==> src/rtl/mem_stage.sv <==
// mem_stage: data-memory access stage with req/ack bus FSM, lane alignment and the MEM/WB register.
module mem_stage #(
  parameter int ACK_TIMEOUT = 16,
  parameter bit CHECK_ALIGN = 1'b1
) (
  input  logic        i_clk,
  input  logic        i_rst_n,
  input  logic        i_mem_read,
  input  logic        i_mem_write,
  input  logic [1:0]  i_mem_size,
  input  logic        i_mem_signed,
  input  logic        i_flush,
  input  logic        i_reg_write,
  input  logic [4:0]  i_reg_dest,
  input  logic [31:0] i_alu_result,
  input  logic [31:0] i_store_data,
  input  logic        i_dm_ack,
  input  logic [31:0] i_dm_rdata,
  output logic        o_dm_req,
  output logic        o_dm_we,
  output logic [31:0] o_dm_addr,
  output logic [3:0]  o_dm_byte_en,
  output logic [31:0] o_dm_wdata,
  output logic        o_stall,
  output logic        o_fault,
  output logic [31:0] o_fw_from_mem,
  output logic        o_wb_reg_write,
  output logic        o_wb_mem_to_reg,
  output logic [4:0]  o_wb_reg_dest,
  output logic [31:0] o_wb_alu_result,
  output logic [31:0] o_wb_read_data
);
  typedef enum logic [1:0] {IDLE, WAIT, DONE} state_t;
  localparam int CW = $clog2(ACK_TIMEOUT + 2);
  state_t      r_state, w_next;
  logic [CW-1:0] r_cnt;
  logic        r_abort, r_fault, r_we, r_sign;
  logic [1:0]  r_size, r_off;
  logic [3:0]  r_be;
  logic [31:0] r_addr, r_wdata, r_ldbuf;
  logic        r_wb_rw, r_wb_m2r;
  logic [4:0]  r_wb_rd;
  logic [31:0] r_wb_alu, r_wb_rdata;
  logic        w_op, w_word, w_half, w_mis, w_start, w_timeout, w_stall;
  logic [3:0]  w_be;
  logic [31:0] w_wdata, w_sh, w_load;
  assign w_op      = (i_mem_read | i_mem_write) & ~i_flush;
  assign w_word    = (i_mem_size == 2'b00) | (i_mem_size == 2'b11);
  assign w_half    = i_mem_size == 2'b01;
  assign w_mis     = CHECK_ALIGN && ((w_word && i_alu_result[1:0] != 2'b00) || (w_half && i_alu_result[0]));
  assign w_start   = (r_state == IDLE) & w_op & ~w_mis;
  assign w_timeout = (ACK_TIMEOUT != 0) && (r_cnt == CW'(ACK_TIMEOUT - 1));
  assign w_be      = w_word ? 4'hF : w_half ? (i_alu_result[1] ? 4'hC : 4'h3) : 4'b0001 << i_alu_result[1:0];
  assign w_wdata   = w_word ? i_store_data : w_half ? {2{i_store_data[15:0]}} : {4{i_store_data[7:0]}};
  // Shifting by the captured byte offset puts the addressed lane at bit 0 for both byte and half loads.
  assign w_sh      = i_dm_rdata >> {r_off, 3'b000};
  assign w_load    = r_size == 2'b10 ? {{24{r_sign & w_sh[7]}}, w_sh[7:0]} :
                     r_size == 2'b01 ? {{16{r_sign & w_sh[15]}}, w_sh[15:0]} : i_dm_rdata;
  always_comb begin
    w_next  = r_state == IDLE ? (w_start ? WAIT : IDLE) :
              r_state == WAIT ? ((i_dm_ack | w_timeout) ? DONE : WAIT) : IDLE;
    w_stall = i_rst_n & (w_start | (r_state == WAIT));
  end
  always_ff @(posedge i_clk) begin
    if (!i_rst_n) begin
      r_state    <= IDLE;
      r_cnt      <= '0;
      r_abort    <= 1'b0;
      r_fault    <= 1'b0;
      r_we       <= 1'b0;
      r_sign     <= 1'b0;
      r_size     <= 2'b00;
      r_off      <= 2'b00;
      r_be       <= 4'h0;
      r_addr     <= '0;
      r_wdata    <= '0;
      r_ldbuf    <= '0;
      r_wb_rw    <= 1'b0;
      r_wb_m2r   <= 1'b0;
      r_wb_rd    <= '0;
      r_wb_alu   <= '0;
      r_wb_rdata <= '0;
    end else begin
      r_state <= w_next;
      r_cnt   <= r_state == WAIT ? r_cnt + 1'b1 : '0;
      r_fault <= ((r_state == IDLE) & w_op & w_mis) | ((r_state == WAIT) & ~i_dm_ack & w_timeout);
      r_abort <= (r_state == WAIT) & ~i_dm_ack & w_timeout;
      if (w_start) begin
        r_addr  <= {i_alu_result[31:2], 2'b00};
        r_off   <= i_alu_result[1:0];
        r_be    <= w_be;
        r_wdata <= w_wdata;
        r_we    <= i_mem_write;
        r_size  <= i_mem_size;
        r_sign  <= i_mem_signed;
      end
      if ((r_state == WAIT) & i_dm_ack) r_ldbuf <= w_load;
      if (w_stall) begin
        r_wb_rw  <= 1'b0;
        r_wb_m2r <= 1'b0;
      end else begin
        r_wb_rw    <= i_reg_write & ~i_flush & ~(w_op & w_mis) & ~r_abort;
        r_wb_m2r   <= i_mem_read;
        r_wb_rd    <= i_reg_dest;
        r_wb_alu   <= i_alu_result;
        r_wb_rdata <= r_ldbuf;
      end
    end
  end
  assign o_dm_req        = r_state == WAIT;
  assign o_dm_we         = r_we;
  assign o_dm_addr       = r_addr;
  assign o_dm_byte_en    = r_be;
  assign o_dm_wdata      = r_wdata;
  assign o_stall         = w_stall;
  assign o_fault         = r_fault;
  assign o_fw_from_mem   = i_alu_result;
  assign o_wb_reg_write  = r_wb_rw;
  assign o_wb_mem_to_reg = r_wb_m2r;
  assign o_wb_reg_dest   = r_wb_rd;
  assign o_wb_alu_result = r_wb_alu;
  assign o_wb_read_data  = r_wb_rdata;
endmodule

==> config.mk <==
export PLATFORM = sky130hd
export DESIGN_NAME = mem_stage
export DESIGN_NICKNAME = d
export VERILOG_FILES = /design/src/rtl/mem_stage.sv
export SDC_FILE = /design/constraint.sdc
export NUM_CORES = 1
export LEC_CHECK = 0
export ABC_AREA = 1
export BUFFER_PORTS_ARGS = -buffer_cell sky130_fd_sc_hd__buf_2
export CAP_MARGIN = 20
export CORE_ASPECT_RATIO = 1.4
export CORE_UTILIZATION = 51
export DETAILED_ROUTE_END_ITERATION = 8
export PLACE_DENSITY = 0.81
export RECOVER_POWER = 25
export SLEW_MARGIN = 20
export SYNTH_ARGS = -nofsm -noshare
export SYNTH_HDL_FRONTEND = slang
export SYNTH_SLANG_ARGS = --single-unit
==> constraint.sdc <==
create_clock -name i_clk -period 2.1 [get_ports i_clk]
set_input_delay 0.21 -clock i_clk [delete_from_list [all_inputs] [get_ports i_clk]]
set_output_delay 0.21 -clock i_clk [all_outputs]
set_load 0.01 [all_outputs]
# After elaboration in Yosys (flattened, before gate mapping)
# Cells that the tools add are included.
word_totals:
  reg_bits: 184
  word_cells: 70
  inputBits: 111
  output_inout_bits: 175
classes:
  n_bitwise: 25
  n_reduce_logical: 8
  n_mux: 11
  addsub: 1
  shift: 2
  n_eq_ne: 6
op_table:
  columns: ["op", "count"]
  rows:
  - ["32-bit 2-to-1 mux", 4]
  - ["32-bit by 5-bit right shift with 16-bit output", 1]
  - ["1-bit AND", 14]
  - ["4-bit 2-to-1 mux", 3]
  - ["2-bit by 1-bit == test with 1-bit output (second input constant)", 3]
  - ["2-bit 2-to-1 mux", 3]
  - ["1-bit inverter", 6]
  - ["5-bit by 1-bit adder with 5-bit output (second input constant)", 1]
  - ["5-bit by 4-bit == test with 1-bit output (second input constant)", 1]
  - ["1-bit OR", 5]
  - ["2-bit == test (second input constant)", 2]
  - ["2-bit logical NOT", 2]
  - ["1-bit by 2-bit << shifter with 4-bit output (first input constant)", 1]
  - ["1-bit logical AND", 2]
  - ["2-bit AND reduction", 1]
  - ["2-bit nonzero test", 1]
  - ["2-bit OR reduction", 1]
  - ["1-bit logical OR", 1]
  - ["1-bit 2-to-1 mux", 1]

# Depth between registers and ports, before layout
depth:
  ltp_word: 9
  ltp_mapped: 12
  ltp_nobuf: 9

# Worst setup path before layout
# No wires, ideal clock.
synth_timing:
  path_kind: "in2reg"
  startpoint: "input port i_mem_size[1]"
  endpoint: "register r_wb_alu[25], in the netlist o_wb_alu_result[25]"
  arrival_time_ps: 1477
  path_slack_ps: 509
  cell_stages: 12
  setup_time_ps: 114
  t_required_ps: 1986
  n_path_buf: 3
  cell_sequence: "inv_1 > ha_1 > buf_2 > inv_2 > a21oi_2 > inv_2 > nand2_4 > nand2_2 > buf_6 > buf_6 > nand3_1 > nand2_1"
synth_via:
  elab_chain_cells: 8
  elab_cells_between_ends: 11
  classes_between: "eq/ne: 2; bitwise: 5; reduce/logical: 4"
synth_lines:
  columns: ["element", "line_no", "text"]
  rows:
  - ["from (decl)", "10", "input logic [1:0] i_mem_size,"]
  - ["2-bit == test or 2-bit logical NOT (tied branches)", "48", "assign w_word = (i_mem_size == 2'b00) | (i_mem_size == 2'b11);"]
  - ["1-bit OR", "48", null]
  - ["1-bit logical AND", "50", "assign w_mis = CHECK_ALIGN && ((w_word && i_alu_result[1:0] != 2'b00) || (w_half && i_alu_result[0]));"]
  - ["1-bit logical OR (*)", "50", null]
  - ["1-bit inverter (*)", "51", "assign w_start = (r_state == IDLE) & w_op & ~w_mis;"]
  - ["1-bit AND (*)", "51", null]
  - ["1-bit OR (*)", "62", "w_stall = i_rst_n & (w_start | (r_state == WAIT));"]
  - ["1-bit AND (*)", "62", null]
  - ["to (signal assigned)", "105", "r_wb_alu <= i_alu_result;"]
  - ["to (decl)", "43", "logic [31:0] r_wb_alu, r_wb_rdata;"]
# Mark *: on every way between the ends. The rest lies on a longest branch, timed or not.
# A chain may end at the register's enable or synchronous reset.

# Worst setup path after layout
layout_timing:
  startpoint: "register r_state[0]"
  endpoint: "output port o_stall"
layout_via:
  elab_chain_cells: 5
  elab_cells_between_ends: 6
  classes_between: "eq/ne: 1; bitwise: 4; reduce/logical: 1"
layout_lines:
  columns: ["element", "line_no", "text"]
  rows:
  - ["from (decl)", "35", "state_t r_state, w_next;"]
  - ["from (signal assigned)", "84", "r_state <= w_next;"]
  - ["2-bit logical NOT", "51", null]
  - ["1-bit AND (2 in a row)", "51", null]
  - ["1-bit OR (*)", "62", null]
  - ["1-bit AND (*)", "62", null]
  - ["to (decl)", "24", "output logic o_stall,"]
# Marked as above.

==> results.tsv <==
metric	value	unit
leakage	4.999	nW
CP Cell Sequence	inv_1 > nand2_1 > nor2_1 > nand2_4 > buf_12 > a21oi_1 > buf_2	
htree depth	4	
PostCTS Resize Cnt	0	
worst flop-to-flop path endpoint	o_dm_addr[16]	
Vert. Die Dim	153.3	um
initial antenna violation count	0	
top cell type by total area after synthesis	dfxtp_1	
# hold bufs at CTS	0	
pre-CTS setup slack	0.1947	ns
crit path to	o_stall	
post-synthesis sequential area ratio	44.20	%
final clock skew	0.008297	ns
Slowest-stage cell, CP	dfxtp_1	
Worst slew margin	62.35	%
VDD IR max	0.8395	mV
TNS Setup	0	ns
max-cap viol count	0	
CTS max path bufs	2	
largest cells by area after synthesis	dfxtp_1, nand2_1, nand3_1, nand4_1, nor2_1	
crit path DAT	1.73	ns
Post-Syn Area	0.008334	mm^2
root buffer selected by CTS	clkbuf_16	
Initial Util	52.71	%
Setup WS post-layout	0.1611	ns
row count	54	
RSZ-0062 raised after global routing	false	
core area	0.01581	mm^2
post-synth top area share	44.20	%
clk sinks	184	
Critical Path Max Stage Delay	0.33	ns
gr ovfl total	0	
Die X	110.0	um
Yosys cell types	27	
top post-synthesis cells by count	nand2_1, dfxtp_1, nand3_1	
TritonCTS Buffers	17	
crit path kind	reg -> out	
drt first-iter violations	690	
Post-synth EDFFs	0	
Placed Cells	1573	
Port Buf Inserts	283	
status	completed	
clk slew on worst S/H paths	0.07	ns
Cells after Synth	1189	
Synth Warn #	0	
Post-layout nets	1510	
CTS tree	built	
Reg2Reg Depth	8	
max-slew violations	0	
Post-DRT Antenna Nets	0	
first-pass GRT wire length	36650	um
Post-DP HPWL	16950	um
final wirelength	23640	um
vias per cell	5.257	
Area Overhead vs Synth	21.08	%
GPL Wtd Cong	0.9681	
most frequent cell after synthesis	nand2_1	
total number of vias	8437	
worst slew pin tran	0.5648	ns
overall routing resource usage	27.63	%
CP Capture Type	output pin	
#FFs+latches synth	184	
clk_lat worst skew	0.42	ns
Ant. Diodes	0	
largest net degree at the start of global routing	141	
number of global-route vias before repair	7373	
total power	8.253	mW
FMAX	0.5158	GHz
WP data required	1.89	ns
post-CTS setup buffer count	0	
layout cell share with drive strength beyond 1	18.74	%
die area	0.01686	mm^2
Avg WL per Cell	14.73	um
final hold violation count	0	
Tmin final	1.939	ns
number of remaining DRC errors	0	
CP Launch Type	register	
Finish-stage setup viols	0	
R2R Path Start	r_state[0]	
period utilisation layout	92.33	%
Pwr per Cell Area	817.9	mW/mm^2
Ports	286	
non-filler cells, final	1605	
mean post-synth cell area	7.009	um^2
HP Class	in -> reg	
reg2reg setup slack	0.45	ns
ys async rst share	0	%
worst-path maximum fanout	62	
ys flop type	dfxtp_1	
First-pass DRT Iterations	5	
Worst Setup SP	r_state[0]	
[per-stage QoR]
step | hold WS (ns) | util (%) | area, um^2
4_1_cts | 0.01023 | 64.53 | 10200
2_1_floorplan | 0.3446 | - | 8338
6_report | 0.02793 | 63.83 | 10090
5_1_grt | 0.03094 | 63.83 | 10090
3_3_place_gp | 0.4321 | 61.08 | 9657
3_5_place_dp | 0.4355 | 61.08 | 9657
[worst max-delay path, delay by kind of cell (launching register included)]
| kind | cells | cell delay [ns] |
|---|---|---|
| buffers and inverters | 3 | 0.46 |
| AOI/OAI and AO/OA | 1 | 0.15 |
| DFF | 1 | 0.33 |
| and+or+nand+nor | 3 | 0.37 |
[how the worst min path moves through the flow]
stage / from / end / slack, ns / depth (start not counted)
after floorplan: i_mem_read / o_wb_mem_to_reg / 0.34 / 2
after global placement: r_cnt[0] / r_cnt[0] / 0.43 / 1
after detailed placement: r_cnt[0] / r_cnt[0] / 0.44 / 1
after CTS: i_reg_dest[2] / o_wb_reg_dest[2] / 0.01 / 3
after global routing: i_store_data[3] / o_dm_wdata[3] / 0.03 / 3
final: i_reg_dest[2] / o_wb_reg_dest[2] / 0.03 / 3
[cell usage in the layout, fill, tap and decap left out, drive strengths merged]
cell        n
clkinv      7
a21oi      49
o21ai      67
ha          3
a31o        1
clkinvlp    6
nand2     322
nor3b       1
clkbuf    110
o21bai      1
conb        2
nand3b      6
nand4      71
nor2      104
o21a       24
nand3     143
dfxtp     184
inv        86
buf       222
[cell families (layout without fill, tap and decap cells)]
family	count (synthesis)	in the layout	share of synthesized area, %
buffers and inverters	212	431	11.91
DFF	184	184	44.20
AOI/OAI and AO/OA	142	142	9.368
and+or+nand+nor	647	647	34.03
adders and majority gates	3	3	0.4504
other	1	2	0.04500
[cell type report]
type,instances,area (um^2)
clock buffer,23,478.0
clock inverter,9,67.56
fill,1498,5719
inverter,90,337.8
multi-input combinational,794,3672
sequential,184,3684
tap,196,245.2
timing repair buffer,309,1607
[where the power goes]
| group | switching (mW) | internal [mW] |
|---|---|---|
| combinational | 0.934 | 0.522 |
| sequential | 0.122 | 3.72 |
| clock | 1.34 | 1.62 |
| total | 2.40 | 5.86 |
[layer usage]
| metal | vias to the layer above | share of wire [%] | global-route usage [%] | wire length [um] |
|---|---|---|---|---|
| met5 | - | 0 | 0 | 0 |
| met4 | 0 | 2.6 | 10.03 | 614 |
| met3 | 42 | 6.9 | 6.695 | 1624 |
| met2 | 316 | 50 | 46.73 | 11820 |
| met1 | 3820 | 41 | 33.40 | 9581 |
| li1 | 4259 | - | - | - |
Note: power is estimated with default switching activity, not from simulation.
